==> src/rtl/mem_boot_ctrl_pkg.sv <==
// Shared types and constants for the memory boot controller:
// FSM state encoding, external-port address strides and the CPU STOP opcode.
package mem_boot_ctrl_pkg;

    typedef enum logic [2:0] {
        ST_IDLE   = 3'd0,
        ST_LOAD_D = 3'd1,
        ST_LOAD_I = 3'd2,
        ST_RUN    = 3'd3,
        ST_DUMP   = 3'd4,
        ST_DONE   = 3'd5
    } state_t;

    // Byte address = word index << stride (imem 4-byte words, dmem 8-byte words)
    localparam int IMEM_STRIDE_SH = 2;
    localparam int DMEM_STRIDE_SH = 3;

    localparam logic [6:0] STOP_OPCODE = 7'b1111110;

    function automatic logic is_busy_state(input state_t s);
        return (s == ST_LOAD_D) || (s == ST_LOAD_I) || (s == ST_RUN) || (s == ST_DUMP);
    endfunction

endpackage

==> src/rtl/mem_boot_rd_pipe.sv <==
// Read-return pipe for the dmem dump: tracks each issued read for one cycle,
// then registers the returned word together with its index.
module mem_boot_rd_pipe
    import mem_boot_ctrl_pkg::*;
#(
    parameter int DATA_W = 64,
    parameter int AW     = 10
) (
    input  logic              clk,
    input  logic              arst_n,
    input  logic              rd_en,
    input  logic [AW-1:0]     rd_idx,
    input  logic [DATA_W-1:0] rdata,
    output logic              dump_valid,
    output logic [DATA_W-1:0] dump_data,
    output logic [AW-1:0]     dump_idx
);

    logic          pend_valid_r;
    logic [AW-1:0] pend_idx_r;

    // Memory answers one cycle after ren, so the word is captured one cycle later still
    always_ff @(posedge clk or negedge arst_n) begin
        if (!arst_n) begin
            pend_valid_r <= 1'b0;
            pend_idx_r   <= {AW{1'b0}};
            dump_valid   <= 1'b0;
            dump_data    <= {DATA_W{1'b0}};
            dump_idx     <= {AW{1'b0}};
        end else begin
            pend_valid_r <= rd_en;
            pend_idx_r   <= rd_idx;
            dump_valid   <= pend_valid_r;
            if (pend_valid_r) begin
                dump_data <= rdata;
                dump_idx  <= pend_idx_r;
            end else begin
                dump_data <= dump_data;
                dump_idx  <= dump_idx;
            end
        end
    end

endmodule

==> src/rtl/mem_boot_ctrl.sv <==
// Boot sequencer: streams a preload image into dmem then imem, runs the CPU
// until halt, then streams a dmem window back out.
module mem_boot_ctrl
    import mem_boot_ctrl_pkg::*;
#(
    parameter int IMEM_WORDS = 512,
    parameter int DMEM_WORDS = 1024,
    parameter int DATA_W     = 64,
    parameter int CNT_W      = 32
) (
    input  logic                          clk,
    input  logic                          arst_n,
    input  logic                          start,
    input  logic                          src_valid,
    output logic                          src_ready,
    input  logic [DATA_W-1:0]             src_data,
    input  logic                          halt,
    input  logic [$clog2(DMEM_WORDS)-1:0] dump_first,
    input  logic [$clog2(DMEM_WORDS):0]   dump_len,
    output logic [63:0]                   addr_ext,
    output logic                          wen_ext,
    output logic                          ren_ext,
    output logic [DATA_W-1:0]             wdata_ext,
    output logic [63:0]                   addr_ext_2,
    output logic                          wen_ext_2,
    output logic                          ren_ext_2,
    output logic [DATA_W-1:0]             wdata_ext_2,
    input  logic [DATA_W-1:0]             rdata_ext_2,
    output logic                          cpu_enable,
    output logic                          dump_valid,
    output logic [DATA_W-1:0]             dump_data,
    output logic [$clog2(DMEM_WORDS)-1:0] dump_idx,
    output logic [CNT_W-1:0]              run_cycles,
    output logic                          busy,
    output logic                          done
);

    localparam int AW   = $clog2(DMEM_WORDS);
    localparam int MAXW = (DMEM_WORDS > IMEM_WORDS) ? DMEM_WORDS : IMEM_WORDS;
    localparam int WCW  = $clog2(MAXW);
    localparam logic [WCW-1:0] D_LAST  = WCW'(DMEM_WORDS - 1);
    localparam logic [WCW-1:0] I_LAST  = WCW'(IMEM_WORDS - 1);
    localparam logic [AW:0]    D_WORDS = (AW+1)'(DMEM_WORDS);

    function automatic logic [CNT_W-1:0] sat_inc(input logic [CNT_W-1:0] v);
        return (&v) ? v : v + CNT_W'(1'b1);
    endfunction

    state_t              state_r, state_s;
    logic [WCW-1:0]      wcnt_r, wcnt_s;
    logic [CNT_W-1:0]    run_cycles_r, run_cycles_s;
    logic                cpu_enable_r, cpu_enable_s;
    logic [63:0]         addr_ext_r, addr_ext_s, addr_ext_2_r, addr_ext_2_s;
    logic                wen_ext_r, wen_ext_s, wen_ext_2_r, wen_ext_2_s, ren_ext_2_r, ren_ext_2_s;
    logic [DATA_W-1:0]   wdata_ext_r, wdata_ext_s, wdata_ext_2_r, wdata_ext_2_s;
    logic [AW-1:0]       ridx_r, ridx_s, ridx_inc_s;
    logic [AW:0]         rem_r, rem_s, avail_s, win_len_s;
    logic                drain_r, drain_s, busy_r, done_r;

    // Window is clipped at the top of dmem; reads never wrap
    assign avail_s    = D_WORDS - {1'b0, dump_first};
    assign win_len_s  = (dump_len < avail_s) ? dump_len : avail_s;
    assign ridx_inc_s = ridx_r + AW'(1'b1);
    assign src_ready  = (state_r == ST_LOAD_D) || (state_r == ST_LOAD_I);

    // Next-state and next-output logic
    always_comb begin
        state_s       = state_r;
        wcnt_s        = wcnt_r;
        run_cycles_s  = run_cycles_r;
        cpu_enable_s  = 1'b0;
        addr_ext_s    = addr_ext_r;
        wen_ext_s     = 1'b0;
        wdata_ext_s   = wdata_ext_r;
        addr_ext_2_s  = addr_ext_2_r;
        wen_ext_2_s   = 1'b0;
        ren_ext_2_s   = 1'b0;
        wdata_ext_2_s = wdata_ext_2_r;
        ridx_s        = ridx_r;
        rem_s         = rem_r;
        drain_s       = drain_r;
        case (state_r)
            ST_IDLE, ST_DONE: begin
                if (start) begin
                    state_s      = ST_LOAD_D;
                    wcnt_s       = {WCW{1'b0}};
                    run_cycles_s = {CNT_W{1'b0}};
                end else begin
                    state_s = state_r;
                end
            end
            ST_LOAD_D: begin
                if (src_valid) begin
                    wen_ext_2_s   = 1'b1;
                    addr_ext_2_s  = 64'(wcnt_r) << DMEM_STRIDE_SH;
                    wdata_ext_2_s = src_data;
                    if (wcnt_r == D_LAST) begin
                        state_s = ST_LOAD_I;
                        wcnt_s  = {WCW{1'b0}};
                    end else begin
                        wcnt_s = wcnt_r + WCW'(1'b1);
                    end
                end else begin
                    wen_ext_2_s = 1'b0;
                end
            end
            ST_LOAD_I: begin
                if (src_valid) begin
                    wen_ext_s   = 1'b1;
                    addr_ext_s  = 64'(wcnt_r) << IMEM_STRIDE_SH;
                    wdata_ext_s = src_data;
                    if (wcnt_r == I_LAST) begin
                        state_s = ST_RUN;
                        wcnt_s  = {WCW{1'b0}};
                    end else begin
                        wcnt_s = wcnt_r + WCW'(1'b1);
                    end
                end else begin
                    wen_ext_s = 1'b0;
                end
            end
            ST_RUN: begin
                // Count only the cycles in which the CPU was actually enabled
                if (cpu_enable_r) begin
                    run_cycles_s = sat_inc(run_cycles_r);
                end else begin
                    run_cycles_s = run_cycles_r;
                end
                if (halt) begin
                    ridx_s  = dump_first;
                    rem_s   = win_len_s - (AW+1)'(1'b1);
                    drain_s = 1'b0;
                    if (dump_len != {(AW+1){1'b0}}) begin
                        state_s      = ST_DUMP;
                        ren_ext_2_s  = 1'b1;
                        addr_ext_2_s = 64'(dump_first) << DMEM_STRIDE_SH;
                    end else begin
                        state_s = ST_DONE;
                    end
                end else begin
                    cpu_enable_s = 1'b1;
                end
            end
            ST_DUMP: begin
                if (ren_ext_2_r) begin
                    if (rem_r != {(AW+1){1'b0}}) begin
                        ren_ext_2_s  = 1'b1;
                        ridx_s       = ridx_inc_s;
                        addr_ext_2_s = 64'(ridx_inc_s) << DMEM_STRIDE_SH;
                        rem_s        = rem_r - (AW+1)'(1'b1);
                    end else begin
                        ren_ext_2_s = 1'b0;
                    end
                end else if (drain_r) begin
                    state_s = ST_DONE;
                end else begin
                    drain_s = 1'b1;
                end
            end
            default: begin
                state_s = ST_IDLE;
            end
        endcase
    end

    // State, counters and registered outputs
    always_ff @(posedge clk or negedge arst_n) begin
        if (!arst_n) begin
            state_r       <= ST_IDLE;
            wcnt_r        <= {WCW{1'b0}};
            run_cycles_r  <= {CNT_W{1'b0}};
            cpu_enable_r  <= 1'b0;
            addr_ext_r    <= 64'd0;
            wen_ext_r     <= 1'b0;
            wdata_ext_r   <= {DATA_W{1'b0}};
            addr_ext_2_r  <= 64'd0;
            wen_ext_2_r   <= 1'b0;
            ren_ext_2_r   <= 1'b0;
            wdata_ext_2_r <= {DATA_W{1'b0}};
            ridx_r        <= {AW{1'b0}};
            rem_r         <= {(AW+1){1'b0}};
            drain_r       <= 1'b0;
            busy_r        <= 1'b0;
            done_r        <= 1'b0;
        end else begin
            state_r       <= state_s;
            wcnt_r        <= wcnt_s;
            run_cycles_r  <= run_cycles_s;
            cpu_enable_r  <= cpu_enable_s;
            addr_ext_r    <= addr_ext_s;
            wen_ext_r     <= wen_ext_s;
            wdata_ext_r   <= wdata_ext_s;
            addr_ext_2_r  <= addr_ext_2_s;
            wen_ext_2_r   <= wen_ext_2_s;
            ren_ext_2_r   <= ren_ext_2_s;
            wdata_ext_2_r <= wdata_ext_2_s;
            ridx_r        <= ridx_s;
            rem_r         <= rem_s;
            drain_r       <= drain_s;
            busy_r        <= is_busy_state(state_s);
            done_r        <= (state_s == ST_DONE);
        end
    end

    mem_boot_rd_pipe #(
        .DATA_W (DATA_W),
        .AW     (AW)
    ) u_rd_pipe (
        .clk        (clk),
        .arst_n     (arst_n),
        .rd_en      (ren_ext_2_r),
        .rd_idx     (ridx_r),
        .rdata      (rdata_ext_2),
        .dump_valid (dump_valid),
        .dump_data  (dump_data),
        .dump_idx   (dump_idx)
    );

    assign addr_ext    = addr_ext_r;
    assign wen_ext     = wen_ext_r;
    assign ren_ext     = 1'b0;
    assign wdata_ext   = wdata_ext_r;
    assign addr_ext_2  = addr_ext_2_r;
    assign wen_ext_2   = wen_ext_2_r;
    assign ren_ext_2   = ren_ext_2_r;
    assign wdata_ext_2 = wdata_ext_2_r;
    assign cpu_enable  = cpu_enable_r;
    assign run_cycles  = run_cycles_r;
    assign busy        = busy_r;
    assign done        = done_r;

endmodule
==> config.mk <==
export PLATFORM = sky130hd
export DESIGN_NAME = mem_boot_ctrl
export DESIGN_NICKNAME = d
export VERILOG_FILES = /design/src/rtl/mem_boot_ctrl_pkg.sv /design/src/rtl/mem_boot_rd_pipe.sv /design/src/rtl/mem_boot_ctrl.sv
export SDC_FILE = /design/constraint.sdc
export NUM_CORES = 1
export LEC_CHECK = 0
export CAP_MARGIN = 10
export CELL_PAD_IN_SITES_DETAIL_PLACEMENT = 1
export CELL_PAD_IN_SITES_GLOBAL_PLACEMENT = 1
export CORE_MARGIN = 1.5
export CORE_UTILIZATION = 35
export CTS_CLUSTER_DIAMETER = 100
export CTS_CLUSTER_SIZE = 30
export DETAILED_ROUTE_END_ITERATION = 10
export GPL_TIMING_DRIVEN = 0
export PLACE_DENSITY = 0.89
export SETUP_SLACK_MARGIN = 0.05
export SLEW_MARGIN = 20
export SYNTH_ARGS = -nofsm -noshare
export SYNTH_HDL_FRONTEND = slang
export SYNTH_SLANG_ARGS = --single-unit
==> constraint.sdc <==
create_clock -name clk -period 3.9 [get_ports clk]
set_input_delay 0.78 -clock clk [delete_from_list [all_inputs] [get_ports clk]]
set_output_delay 0.78 -clock clk [all_outputs]
set_load 0.01 [all_outputs]
==> results of run 1 <==
==> critical path: stages <==
cell,delay [ns]
buf_8,0.10
or3_4,0.38
or4_4,0.43
or3_4,0.40
ha_4,0.18
a211o_1,0.30
a211oi_4,0.24
nor2_4,0.09
a21o_4,0.23
a211oi_4,0.25
o22ai_2,0.15
nor4_4,0.34
mux2_4,0.33
a211oi_2,0.18
==> stage by stage <==
stage / total power, µW / hold slack (ns) / setup slack, ns
2_1_floorplan: 3990 / 0.370 / -0.384
3_5_place_dp: 4680 / 0.450 / -1.43
3_3_place_gp: 4620 / 0.423 / -11.37
4_1_cts: 6510 / 0.211 / -0.0668
5_1_grt: 6730 / 0.228 / -0.172
6_report: 6450 / 0.210 / -0.0731
==> routing by layer <==
metal  global-route usage (%)  up-vias  wire, µm
met5                        0        -         0
met4                     10.7        0      2280
met3                     4.57      114      2850
met2                     41.4      426     25700
met1                     25.7     5961     18400
li1                         -     5292         -
==> synth_stat cells (all sizes together), types with 5 or more instances <==
library cell,number
nor2b,8
or3,8
buf,120
mux2,151
nand4,6
nor2,92
inv,23
o21ai,63
ha,13
clkbuf,46
nand2b,9
nor4,13
nand3,32
dfrtp,307
a221oi,10
and3,14
o22ai,5
nand2,252
and2,5
nor3,9
xor2,28
a21oi,28
xnor2,22
a211oi,8
==> worst max-delay path by stage <==
stage / to / depth (start not counted)
2_1_floorplan: rem_r[7] / 13
3_3_place_gp: u_rd_pipe.dump_data[9] / 1
3_5_place_dp: rem_r[10] / 19
4_1_cts: rem_r[7] / 16
5_1_grt: rem_r[10] / 17
6_report: rem_r[7] / 14
==> timing repair <==
action / 4_1_cts / 5_1_grt
cloned: 0 / 0
buffers inserted: 12 / 3
setup endpoints to repair: 11 / 8
pin swaps: 12 / 11
gates resized for setup: 50 / 14
==> final cells by class <==
cell class	instances	area, µm²
Antenna cell	1	2.50
Buffer	166	1030
Clock buffer	16	389
Clock inverter	4	30.0
Fill cell	4335	19600
Inverter	23	86.3
Multi-Input combinational cell	924	5940
Sequential cell	307	7680
Tap cell	525	657
Timing Repair Buffer	432	4350
==> power breakdown <==
part | leakage, µW | internal, µW | switching (µW)
Combinational | 0.00509 | 624 | 583
Sequential | 0.00394 | 3330 | 135
Clock | 0.000205 | 733 | 1040
==> logic make-up after synthesis <==
kind of cell / share of synthesized area, %
adders and majority gates: 1.15
buffers and inverters: 7.93
other: 0.0266
DFF: 54.5
and+or+nand+nor: 14.4
muxes: 12.2
AOI/OAI and AO/OA: 6.56
xor gates and xnor gates: 3.27
==> state kept, by name (all words and copies together) (netlist names), 3 cells and up <==
name / flops
u_rd_pipe.dump_data: 64
wdata_ext: 64
wdata_ext_2: 64
run_cycles: 32
rem_r: 11
addr_ext: 10
addr_ext_2: 10
ridx_r: 10
u_rd_pipe.dump_idx: 10
u_rd_pipe.pend_idx_r: 10
wcnt_r: 10
state_r: 3
==> reports/summary.md, run 1 <==
• state_r[2] — Reg2Reg Launch Point
• 405 x clkdlybuf4s50_1, 307 x dfrtp_1, 252 x nand2_1, 149 x mux2_2, 125 x buf_4 — highest-count cells in the layout ignoring fill and taps
• 39.2% — max_slew headroom
• 0 — final hold viol count
• 19500 µm² — area after detailed placement
• in -> async — worst min-delay path category
• in -> reg — kind of critical path
• 54.5% — sequential area share after synthesis
• 43.1% — layout overhead on the synthesized area
• 14 — number of buffers created by CTS
• 100% — async set-or-reset flop fraction in the synthesized netlist
• negative setup slack — violations in the final reports
• 0.887 — RD Place Congestion
• clkbuf_16 — Root Buffer Master
• 307 — clock sink total
• 50.8% — utilization after layout
• run_cycles[28] — end of the worst register-to-register path
• dfrtp_1 54%, mux2_2 12%, nand2_1 6.7% — cell types with the largest area share after synthesis
• dfrtp_1 — top cell type by total area after synthesis
• 0 — final count of pins violating max slew
• 39000 µm — half-perimeter wire length after placement
• 102% — Final Cycle Share
• 0.12 ns — Clock Pin Slew Worst Setup and Hold Paths
• 414 — Port Buffers
• 1 — number of antenna violations at the first check in global routing
• 0 — number of enable-type register cells in the synthesized netlist
• 41500 µm² — die area
• 4.34 ns — endpoint required time on the critical path
• 1 — total number of H-tree levels
• 608 — number of DRC markers in iteration 0
• 0.42 ns — minimum setup slack among reg-to-reg paths
• 320 nW/µm² — total power density per cell area
• 73900 µm — wire length of the first global-routing pass
• 10.7 µm² — average instance area after synthesis
• dfrtp_1 — top flip-flop cell by instance count after synthesis
• 4.92 — via density per instance
• input port — Worst Setup Start Kind
• yes — clock tree from TritonCTS
• -0.0731 ns — Final WS setup
• 0.214 mV — largest voltage drop on the vdd net
• clkdlybuf4s50_1 — commonest non-fill, non-tap cell in the layout
• 54.5% — proportion of netlist area held by the largest area contributor
• 73 — number of placement rows
• dump_first[3] — origin of the worst setup path
• 2 — endpoints failing setup
• 525 — number of top-level design ports
• finished, violations left — run status
• 1312 — instance count of the mapped netlist
• 11 — R2R depth
• 307 — flop and latch count out of synthesis
• 5 — critical path fanouts, max
• 2398 — count of non-filler cells in the finished layout
• 0 — Ys Warns
• 0.0192 ns — clock skew
• 35.5% — Initial Util
• 5 — drt pass-1 iters
• 14100 µm² — netlist area before placement
• 39700 µm² — Core Region
• yes — setup repair after global routing missed its margin
• 0 — Hold-fix buffers, CTS
• 0 — antenna-violating nets left
• 3.97 ns — final worst path period need
• 204 µm — die extent in x
• 20.5 µm — drt wl/cell
• 3 — worst-case clock buffer depth
• 0 — number of design rule violations left after detail routing
• 0.00924 µW — Leakage
• 18.9% — share of final-layout standard cells stronger than drive strength 1
• 11800 — Vias
• 0 — Congestion Overflow GR
• 20200 µm² — final std cell area, no fill
• 49200 µm — routed wire length
• 2362 — post-placement cell count
• 0.252 GHz — fmax
• flop — type of destination of the critical path
• -0.0858 ns — TNS Setup
• 60 — post-synthesis cell type count
• 0.52 ns — worst-skew pair later-pin latency
• 0.904 ns — Slew @ Worst Pin
• 204 µm — die height
• 2035 — nets
• 4.41 ns — crit path DAT
• 0 — Max Cap Violations
• 99 — maximum number of pins on one net before global-route repair
• 22.9% — GRT Overall Usage
• 12700 — number of global-route vias before repair
(Power assumes the default switching activity.)
==> run 2: changes to the inputs <==
- CORE_AREA: not set -> 2 2 201 203
- CORE_MARGIN: 1.5 -> not set
- CORE_UTILIZATION: 35 -> not set
- DIE_AREA: not set -> 0 0 203 205
- GPL_TIMING_DRIVEN: 0 -> not set
- PLACE_DENSITY: 0.89 -> not set
- PLACE_DENSITY_LB_ADDON: not set -> 0.3
==> run 2 against run 1 <==
  * Utilization is 0.53 points lower
  * Cell area is 2.0% lower
  * The run still ends with negative setup slack left
  * Flip-flop and latch count stayed put
  * Worst hold slack worse by 0.00076 ns
  * Cell count is 3.8% lower
  * Count of clock-buffer cells in the layout stayed put
  * Global-route usage is 2.0 points lower
  * Sequential power hardly changed
  * Die area is 0.26% higher
  * Sequential share of layout area is 0.76 points higher
  * Via count is 6.5% lower
==> reports/summary.md, run 2 (synthesized netlist as in run 1, its figures left out) <==
• finished, violations left — run status, unchanged
• negative setup slack — violations in the final reports, unchanged
• 203 µm — die extent in x, was 204 µm
• 19.7 µm — drt wl/cell, was 20.5 µm
• 0.0259 ns — clock skew, was 0.0192 ns
• 0 — final count of pins violating max slew, unchanged
• yes — setup repair after global routing missed its margin, unchanged
• 0 — Max Cap Violations, unchanged
• 15 — number of buffers created by CTS, was 14
• 5 — critical path fanouts, max, unchanged
• 463 — number of DRC markers in iteration 0, was 608
• in -> reg — kind of critical path, unchanged
• 104% — Final Cycle Share, was 102%
• 3 — endpoints failing setup, was 2
• 35.8% — Initial Util, was 35.5%
• 87 — maximum number of pins on one net before global-route repair, was 99
• 205 µm — die height, was 204 µm
• 0 — number of antenna violations at the first check in global routing, was 1
• 307 — clock sink total, unchanged
• 11000 — Vias, was 11800
• 0 — antenna-violating nets left, unchanged
• 525 — number of top-level design ports, unchanged
• 0 — final hold viol count, unchanged
• 39400 µm² — Core Region, was 39700 µm²
• flop — type of destination of the critical path, unchanged
• 1.04 ns — Slew @ Worst Pin, was 0.904 ns
• 415 — Port Buffers, was 414
• in -> async — worst min-delay path category, unchanged
• 4300 — number of filler cells placed in the layout, was 4335
• 11 — R2R depth, unchanged
• 5960 µm² — Multi-input gate area, was 5940 µm²
• input port — Worst Setup Start Kind, unchanged
• clkbuf_16 — Root Buffer Master, unchanged
• 0.876 — RD Place Congestion, was 0.887
• 4.26 ns — endpoint required time on the critical path, was 4.34 ns
• 4.78 — via density per instance, was 4.92
• 19800 µm² — final std cell area, no fill, was 20200 µm²
• 18.1% — share of final-layout standard cells stronger than drive strength 1, was 18.9%
• 0.52 ns — worst-skew pair later-pin latency, about the same
• buf_6 -> or3_4 -> or4_4 -> or3_4 -> ha_2 -> a211o_1 -> a211oi_4 -> nor2_4 -> a21oi_4 -> o221a_1 -> o22ai_2 -> buf_4 -> nor4_4 -> buf_4 -> mux2i_2 -> a211oi_2 — crit path cell chain, was buf_8 -> or3_4 -> or4_4 -> or3_4 -> ha_4 -> a211o_1 -> a211oi_4 -> nor2_4 -> a21o_4 -> a211oi_4 -> o22ai_2 -> nor4_4 -> mux2_4 -> a211oi_2
• 405 x clkdlybuf4s50_1, 306 x dfrtp_1, 251 x nand2_1, 149 x mux2_2, 109 x conb_1 — highest-count cells in the layout ignoring fill and taps, was 405 x clkdlybuf4s50_1, 307 x dfrtp_1, 252 x nand2_1, 149 x mux2_2, 125 x buf_4
• or4_4 — cell type of the slowest stage on the worst timing path, unchanged
• 4.41 ns — crit path DAT, about the same
• 1 — total number of H-tree levels, unchanged
• 45400 µm — routed wire length, was 49200 µm
• 0.247 GHz — fmax, was 0.252 GHz
• 3 — worst-case clock buffer depth, unchanged
• 67900 µm — wire length of the first global-routing pass, was 73900 µm
• 16 — number of gates on the worst path with buffers counted, was 14
• 4 — drt pass-1 iters, was 5
• clkdlybuf4s50_1 — commonest non-fill, non-tap cell in the layout, unchanged
• 1943 — nets, was 2035
• -0.149 ns — Final WS setup, was -0.0731 ns
• 0.209 ns — worst hold margin, was 0.210 ns
• 7680 µm² — sequential cell area, about the same
• 0.11 ns — Clock Pin Slew Worst Setup and Hold Paths, was 0.12 ns
• 0.43 ns — worst stage delay on the critical path, about the same
• 0.00898 µW — Leakage, was 0.00924 µW
• simple AND/OR/NAND/NOR gates — Worst path top cell family by delay, unchanged
• 19000 µm² — area after detailed placement, was 19500 µm²
• 20.9% — GRT Overall Usage, was 22.9%
• 30.4% — max_slew headroom, was 39.2%
• 34400 µm — half-perimeter wire length after placement, was 39000 µm
• 0.421 mV — largest voltage drop on the vdd net, was 0.214 mV
• 41600 µm² — die area, was 41500 µm²
• 40.3% — layout overhead on the synthesized area, was 43.1%
• 11600 — number of global-route vias before repair, was 12700
• yes — clock tree from TritonCTS, unchanged
• 0 — Congestion Overflow GR, unchanged
• 4.05 ns — final worst path period need, was 3.97 ns
• 73 — number of placement rows, unchanged
• 0 — number of design rule violations left after detail routing, unchanged
• 331 nW/µm² — total power density per cell area, was 320 nW/µm²
• 3 — sum of buffers and inverters on the critical path, was 1
-- run 2: changes by cell type in the layout (fill, tap and decap cells not counted), moves of 2 or more --
cell | before | now
a211oi_4 | 2 | 4
clkbuf_1 | 46 | 1
dlymetal6s2s_1 | 0 | 5
buf_16 | 3 | 0
buf_4 | 125 | 83
buf_6 | 0 | 5
buf_1 | 11 | 0
buf_8 | 3 | 1
buf_12 | 0 | 4
o21ai_1 | 2 | 6
o21ai_0 | 59 | 55
a211oi_2 | 3 | 1
ha_2 | 2 | 4
clkdlybuf4s15_2 | 2 | 0
-- run 2: cell type report --
class / instances / area share, %
antenna: 2 / 0.0253
clock buffer: 16 / 1.92
clock inverter: 6 / 0.525
inverter: 23 / 0.436
multi-input combinational: 924 / 30.1
sequential: 307 / 38.8
tap: 525 / 3.32
timing repair buffer: 505 / 24.8
-- run 2: repair_timing --
item	CTS	global route
pin swaps	17	21
hold buffers	0	0
buffers inserted	10	9
endpoints found under the setup margin	10	9
resized for setup	36	25
-- run 2: stage by stage --
| stage | util [%] | setup WS, ns | cells | TNS, ns | power [µW] |
|---|---|---|---|---|---|
| after floorplan | - | -0.384 | 1420 | -1.79 | 3990 |
| after global placement | 48.1 | -0.912 | 2266 | -7.78 | 4610 |
| after detailed placement | 48.1 | -1.02 | 2266 | -8.48 | 4650 |
| after CTS | 49.8 | -0.161 | 2297 | -0.170 | 6640 |
| after global routing | 50.2 | -0.285 | 2306 | -1.01 | 6870 |
| final | 50.2 | -0.149 | 2308 | -0.214 | 6550 |
-- run 2: final timing paths --
kind | endpoint | slack (ns) | start
worst min register to register | u_rd_pipe.pend_idx_r[3] | 0.46 | ridx_r[3]
worst min-delay path | wdata_ext_2[8] | 0.21 | arst_n
max in group asynchronous | addr_ext_2[9] | 2.76 | arst_n
worst max-delay path | rem_r[7] | -0.15 | dump_first[4]
worst max register to register | run_cycles[27] | 0.72 | run_cycles[0]
min in group clk | u_rd_pipe.pend_idx_r[3] | 0.46 | ridx_r[3]
-- run 2: layer usage --
metal	up-vias	routed length [µm]	share of wire (%)	track usage (%)
met3	71	2430	5.4	3.95
met2	350	23400	52	37.4
li1	5106	-	-	-
met1	5501	17900	39	25.2
met4	0	1680	3.7	7.27
met5	-	0	0	0
-- run 2: power by group --
part	total, µW	internal [µW]	switching, µW
clock	1910	812	1100
combinational	1180	611	567
sequential	3470	3330	131
-- run 2: worst register-to-register path: stages, from the launching register on --
cell and delay (ns):
dfrtp_1 0.44, ha_1 0.25, nand3_1 0.20, nor2_1 0.11
and3_1 0.18, a21o_1 0.27, nor2b_1 0.26, or3_1 0.45
nor4_2 0.50, nand3_1 0.17, xor2_1 0.17, nor2_1 0.06
